[src/rtl/rr_arb_mux.sv]
// Round-robin N_IN:1 arbiter feeding one registered output stage with valid/ready handshake.
// Define RR_ARB_MUX_LOCK_EN to add packet locking (in_last/out_last ports).
module rr_arb_mux #(
  parameter int N_IN  = 4,
  parameter int WIDTH = 32,
  parameter int SELW  = $clog2(N_IN)
) (
  input  logic                  clk,
  input  logic                  rst_n,
  input  logic [N_IN-1:0]       in_valid,
  input  logic [N_IN*WIDTH-1:0] in_data,
  output logic [N_IN-1:0]       in_ready,
`ifdef RR_ARB_MUX_LOCK_EN
  input  logic [N_IN-1:0]       in_last,
  output logic                  out_last,
`endif
  output logic                  out_valid,
  input  logic                  out_ready,
  output logic [WIDTH-1:0]      out_data,
  output logic [SELW-1:0]       out_sel
);

  logic [SELW-1:0] rr_ptr;
  logic [SELW-1:0] grant;
  logic [SELW-1:0] ptr_nxt;
  logic [SELW:0]   idx;
  logic            grant_vld;
  logic            can_load;
  logic            take;

`ifdef RR_ARB_MUX_LOCK_EN
  logic            locked;
  logic [SELW-1:0] lock_ch;
`endif

  // First requester at or above rr_ptr, wrapping; idx has one spare bit for the wrap.
  always_comb begin
    grant     = '0;
    grant_vld = 1'b0;
    idx       = '0;
    for (int k = N_IN - 1; k >= 0; k--) begin
      idx = {1'b0, rr_ptr} + (SELW+1)'(k);
      if (idx >= (SELW+1)'(N_IN))
        idx = idx - (SELW+1)'(N_IN);
      if (in_valid[idx[SELW-1:0]]) begin
        grant     = idx[SELW-1:0];
        grant_vld = 1'b1;
      end
    end
`ifdef RR_ARB_MUX_LOCK_EN
    // Mid-packet: only the locked channel may be granted.
    if (locked) begin
      grant     = lock_ch;
      grant_vld = in_valid[lock_ch];
    end
`endif
  end

  assign can_load = ~out_valid | out_ready;
  assign take     = rst_n & can_load & grant_vld;
  assign in_ready = take ? (N_IN'(1) << grant) : '0;
  assign ptr_nxt  = (grant == SELW'(N_IN - 1)) ? '0 : grant + 1'b1;

  always_ff @(posedge clk) begin
    if (!rst_n) begin
      out_valid <= 1'b0;
      out_data  <= '0;
      out_sel   <= '0;
      rr_ptr    <= '0;
`ifdef RR_ARB_MUX_LOCK_EN
      out_last  <= 1'b0;
      locked    <= 1'b0;
      lock_ch   <= '0;
`endif
    end else if (take) begin
      out_valid <= 1'b1;
      out_data  <= in_data[grant*WIDTH +: WIDTH];
      out_sel   <= grant;
`ifdef RR_ARB_MUX_LOCK_EN
      out_last  <= in_last[grant];
      locked    <= ~in_last[grant];
      lock_ch   <= grant;
      if (in_last[grant])
        rr_ptr <= ptr_nxt;
`else
      rr_ptr    <= ptr_nxt;
`endif
    end else if (out_ready) begin
      out_valid <= 1'b0;
    end
  end

endmodule

[config.mk]
export PLATFORM = sky130hd
export DESIGN_NAME = rr_arb_mux
export DESIGN_NICKNAME = d
export VERILOG_FILES = /design/src/rtl/rr_arb_mux.sv
export SDC_FILE = /design/constraint.sdc
export NUM_CORES = 1
export LEC_CHECK = 0
export BUFFER_PORTS_ARGS = -buffer_cell sky130_fd_sc_hd__buf_2
export CORE_UTILIZATION = 38
export DETAILED_ROUTE_END_ITERATION = 10
export PLACE_DENSITY = 0.78
export RECOVER_POWER = 25
export SLEW_MARGIN = 0
export SYNTH_ARGS = -nofsm -noshare
export SYNTH_HDL_FRONTEND = slang
export SYNTH_SLANG_ARGS = --single-unit
[constraint.sdc]
create_clock -name clk -period 2.1 [get_ports clk]
set_clock_uncertainty 0.05 [all_clocks]
set_input_delay 0.42 -clock clk [delete_from_list [all_inputs] [get_ports clk]]
set_output_delay 0.42 -clock clk [all_outputs]
set_load 0.05 [all_outputs]
======== Word level (Yosys, flattened, before mapping) ========
Cells that the tools add are included.
storage, ports and cells
  register bits ........................... 37
  input port bits ......................... 135
  output and inout port bits .............. 39
  word-level logic and storage cells ...... 52
cells by class
  add/subtract/negate cells ............... 8
  magnitude comparators ................... 8
  equality and inequality tests ........... 1
  shifts and indexed selects .............. 2
  multiplexer cells ....................... 24
  bitwise logic cells ..................... 4
  reduce and logical (&&, ||, !) cells .... 1
operator list
  operator                                                                       count
  128-bit by 8-bit variable part select with 32-bit output                       1
  2-bit two-way mux                                                              9
  2-bit by 3-bit less-than comparator with 1-bit output (second input constant)  4
  1-bit two-way mux                                                              10
  3-bit >= comparator (second input constant)                                    3
  1-bit binary-select mux with 2-bit select                                      4
  2-bit by 1-bit subtractor with 2-bit output (second input constant)            4
  2-bit by 2-bit adder with 3-bit output (second input constant)                 2
  4-bit two-way mux                                                              1
  1-bit by 2-bit left shift with 4-bit output (first input constant)             1
  2-bit by 1-bit adder with 3-bit output (second input constant)                 1
  2-bit by 3-bit >= comparator with 1-bit output (second input constant)         1
  2-bit by 1-bit adder with 2-bit output (second input constant)                 1
  1-bit AND                                                                      2
  2-bit == test (second input constant)                                          1
  2-bit nonzero test                                                             1
  1-bit inverter                                                                 1
  1-bit bitwise OR                                                               1

======== Logic depth before layout (Yosys ltp) ========
  word-level depth ........................ 11
  depth in mapped cells ................... 8
  depth with buffers taken out ............ 5

======== Worst setup path after synthesis ========
OpenSTA, ideal clock, no wires.
  path type ............................... input to output
  from .................................... input port in_valid[2]
  to ...................................... output port in_ready[3]
  arrival time ............................ 2.675 ns
  data required time ...................... 1.630 ns
  setup slack ............................. -1.045 ns
  cell stages on the path ................. 6
  buffers on the path ..................... 2
  cells stage by stage .................... nor2b_1 > or4b_4 > and2_1 > clkbuf_1 > buf_2 > nor3_1
between the ends
  longest elaborated chain between the ends .. 8
  elaborated cells between the ends (all ways) .. 19
  those cells by class .................... shift (1); mux (17); bitwise (1)
RTL lines
  what                                                                             line    source
  from (decl)                                                                      10      input logic [N_IN-1:0] in_valid,
  1-bit binary-select mux with 2-bit select                                        45      if (in_valid[idx[SELW-1:0]]) begin
  1-bit two-way mux (not written as such)                                          45
  2-bit two-way mux / 1-bit two-way mux (equally long branches) (4 in series)      45
  1-bit by 2-bit left shift with 4-bit output / 1-bit AND (equally long branches)  61, 60
  4-bit two-way mux (*)                                                            61      assign in_ready = take ? (N_IN'(1) << grant) : '0;
  to (decl)                                                                        12      output logic [N_IN-1:0] in_ready,
Mark *: on every way between the ends. The rest lies on a longest branch, timed or not. The select of a mux whose other input is x is not followed.

======== Worst setup path in the final report ========
  from .................................... register rr_ptr[0]
  to ...................................... output port in_ready[3]
between the ends
  longest elaborated chain between the ends .. 11
  elaborated cells between the ends (all ways) .. 34
  those cells by class .................... add/sub (7); order compare (4); shift (1); mux (21); bitwise (1)
RTL lines
  what                                                                                       line    source
  from (decl)                                                                                23      logic [SELW-1:0] rr_ptr;
  from (signal assigned)                                                                     86      rr_ptr <= ptr_nxt;
  2-bit by 2-bit adder with 3-bit output                                                     42      idx = {1'b0, rr_ptr} + (SELW+1)'(k);
  3-bit >= comparator / 2-bit by 1-bit subtractor with 2-bit output (equally long branches)  43, 44
  2-bit two-way mux                                                                          43      if (idx >= (SELW+1)'(N_IN))
  1-bit binary-select mux with 2-bit select                                                  45
  1-bit two-way mux (not written as such)                                                    45
  2-bit two-way mux / 1-bit two-way mux (equally long branches) (4 in series)                45
  1-bit by 2-bit left shift with 4-bit output / 1-bit AND (equally long branches)            61, 60
  4-bit two-way mux (*)                                                                      61
Marks and branches as above.

==> flow_metrics.py <==
metrics = {
    "status": {
        "status": "finished, violations left",
        "failed_checks": "negative setup slack",
    },
    "finish": {
        "diodes": 0,
        "syn2layout_area_growth_pct": 52.6,
        "drive_above_1_share_pct": 47.6,
        "post-route-util_pct": 60.4,
        "fin_nets": 623,
        "fillers": 600,
    },
    "detailed_routing": {
        "avgViaCountPerCell": 5.83,
        "route.vias.total": 3298,
        "drt_pass1_iterations": 4,
        "drcViolationCount": 0,
        "wl_per_cell_um": 17.0,
        "dr.first_iter.drc_count": 159,
        "routed_wl_um": 9610,
        "ant_nets": 0,
    },
    "sta": {
        "fmaxAchievable_mhz": 435,
        "min_period_ns": 2.30,
        "timing.final.ws_setup_ns": -0.201,
        "report.final.slew_viol_count": 0,
        "hold_viol": 0,
        "worst_pin_slew_ns": 0.624,
        "rsz0062_at_grt": "yes",
        "relSlewSlack_pct": 58.6,
        "period_share_pct": 110,
        "setup-violations-final": 5,
    },
    "cts": {
        "clk_pin_slew_ns": 0.07,
        "insertion_delay_ns": 0.28,
        "cts_tree": "yes",
        "cts.sinks": 37,
        "root_buffer": "clkbuf_8",
        "cts.path.max_buffers": 2,
        "numCtsBuffers": 5,
        "cts_max_level": 2,
    },
    "setup_path": {
        "required_ns": 1.63,
        "path_buf_inv": 1,
        "endpoint_kind": "output pin",
        "path_class": "flop to output pin",
        "crit_chain": "nor2b_2 -> or4b_4 -> and2_4 -> nor3_4 -> buf_6",
        "cp_slowest_cell": "or4b_4",
        "max_stage_delay_ns": 0.55,
        "start_kind": "flop",
        "cp_max_fo": 3,
        "critical_path_arrival_ns": 1.83,
        "ff2ff_setup_slack_ns": -0.01,
        "cp_top_family": "simple AND/OR/NAND/NOR gates",
    },
    "grt": {
        "antenna_found_initial": 0,
        "grt_max_degree": 38,
        "grt_use_total_pct": 27.2,
        "grt_pass1_vias": 3315,
        "grt_pass1_wl_um": 15500,
        "gr-total-overflow": 0,
    },
    "floorplan": {
        "initial_core_util_pct": 39.6,
        "io_pins": 174,
        "rows": 29,
        "die_area_um2": 6940,
        "chipWidth_um": 83.3,
        "die_y_um": 83.3,
        "core_um2": 6350,
    },
    "synth": {
        "post-synth-top-count-cell": "dfxtp_1",
        "synth-edff-count": 0,
        "ys.flop_type": "dfxtp_1",
        "ys_async_sr_fraction_pct": 0,
        "avgSynthCellArea_um2": 8.30,
        "yosysTopAreaCell": "dfxtp_1",
        "syn_inst": 303,
        "ys_ff_latch": 37,
        "synth_top_cells_by_area": "dfxtp_1 (29%), a211o_1 (11%), a22o_1 (11%)",
        "netlist_area_um2": 2510,
        "synth_sequential_area_ratio_pct": 29.5,
        "synth_fp_nets": 438,
        "yosys-top-cells-count": "dfxtp_1 (37), nand2_1 (36), nand3_1 (34)",
        "synth_warnings": 0,
        "synth_top_area_share_pct": 29.5,
        "synth.distinct_cells": 26,
    },
    "power_and_ir_drop": {
        "p_leak_nw": 1.97,
        "power_mw": 3.34,
        "p_per_area_nw_per_um2": 870,
        "vdd_drop_max_v": 0.000496,
    },
    "hold_path": {
        "hp-class": "input pin to flop",
    },
    "placement": {
        "place_ws_ns": -0.255,
        "port-buffer-count": 173,
        "post-dp-hpwl_um": 6880,
        "gp_congestion": 0.828,
    },
    "job": {
        "drv_cap": 0,
    },
}
## worst paths after layout
path | cells past startpoint | to | from
max | 5 | in_ready[3] | rr_ptr[0]
min | 3 | rr_ptr[0] | rst_n
max reg2reg | 7 | out_data[10] | rr_ptr[0]
min reg2reg | 1 | out_data[20] | out_data[20]
## per-layer routing
layer  part of all wire, %  routed length (µm)  track usage (%)  vias up
met1                    40                3820             32.7     1553
met4                   2.1                 204             11.4        0
met3                   7.0                 675             5.27       17
met5                     0                   0                0        -
met2                    51                4920             47.2      169
li1                      -                   -                -     1559
## flip-flops by register name, indices dropped and copies added, names as in the netlist
name and count:
out_valid 1, rr_ptr 2, out_sel 2, out_data 32
## kinds of logic after synthesis
kind of cell | after synthesis | synth area share (%)
and+or+nand+nor | 123 | 26.6
AOI/OAI and AO/OA | 105 | 35.6
DFF | 37 | 29.5
buffers and inverters | 37 | 7.96
xor gates and xnor gates | 1 | 0.348
## power by group
group	leakage [nW]	internal [mW]	switching, mW
registers	0.309	0.851	0.0830
clock network	0.0585	0.388	0.259
logic	1.61	0.651	1.11
total	1.97	1.89	1.45
## through the flow
step	instances	setup TNS [ns]	hold WS, ns	instance area, µm²
2_1_floorplan	303	-0.575	0.458	2580
3_5_place_dp	550	-6.86	0.411	3590
3_3_place_gp	550	-6.03	0.406	3590
6_report	566	-0.628	0.353	3830
5_1_grt	566	-1.14	0.379	3830
4_1_cts	563	-0.452	0.340	3800
## worst reg2reg max path: stages, from the launching register on
cell and delay (ns):
dfxtp_2 0.36, nor2b_2 0.05, or4b_4 0.55, buf_4 0.17
buf_12 0.15, and3_4 0.18, a211o_1 0.28, a22o_1 0.21
## layout by cell type, fill, tap and decap left out, types with 4 or more instances in the layout
cell      count
buf_2       158
clkbuf_8      6
o221ai_1     32
and3_1       27
a22o_1       32
buf_4        35
clkbuf_1     12
dfxtp_1      35
buf_6         4
nand3_1      34
nand2_1      35
a211o_1      33
and3_4        6
## cell type report
cell class,count,area [µm²],area share (%)
well taps,77,96.3,2.51
inverters,1,3.75,0.0979
repair buffers,214,1240,32.5
flip-flops and latches,37,743,19.4
multi-input cells,229,1630,42.5
clock inverters,1,30.0,0.783
clock buffers,7,86.3,2.25
## what timing repair did
item / in CTS / in global routing
gates resized for setup: 16 / 7
buffers inserted: 5 / 3
hold buffers: 0 / 0
pin swaps: 5 / 4
setup endpoints to repair: 4 / 37
Power figures use the tool's default switching activity.
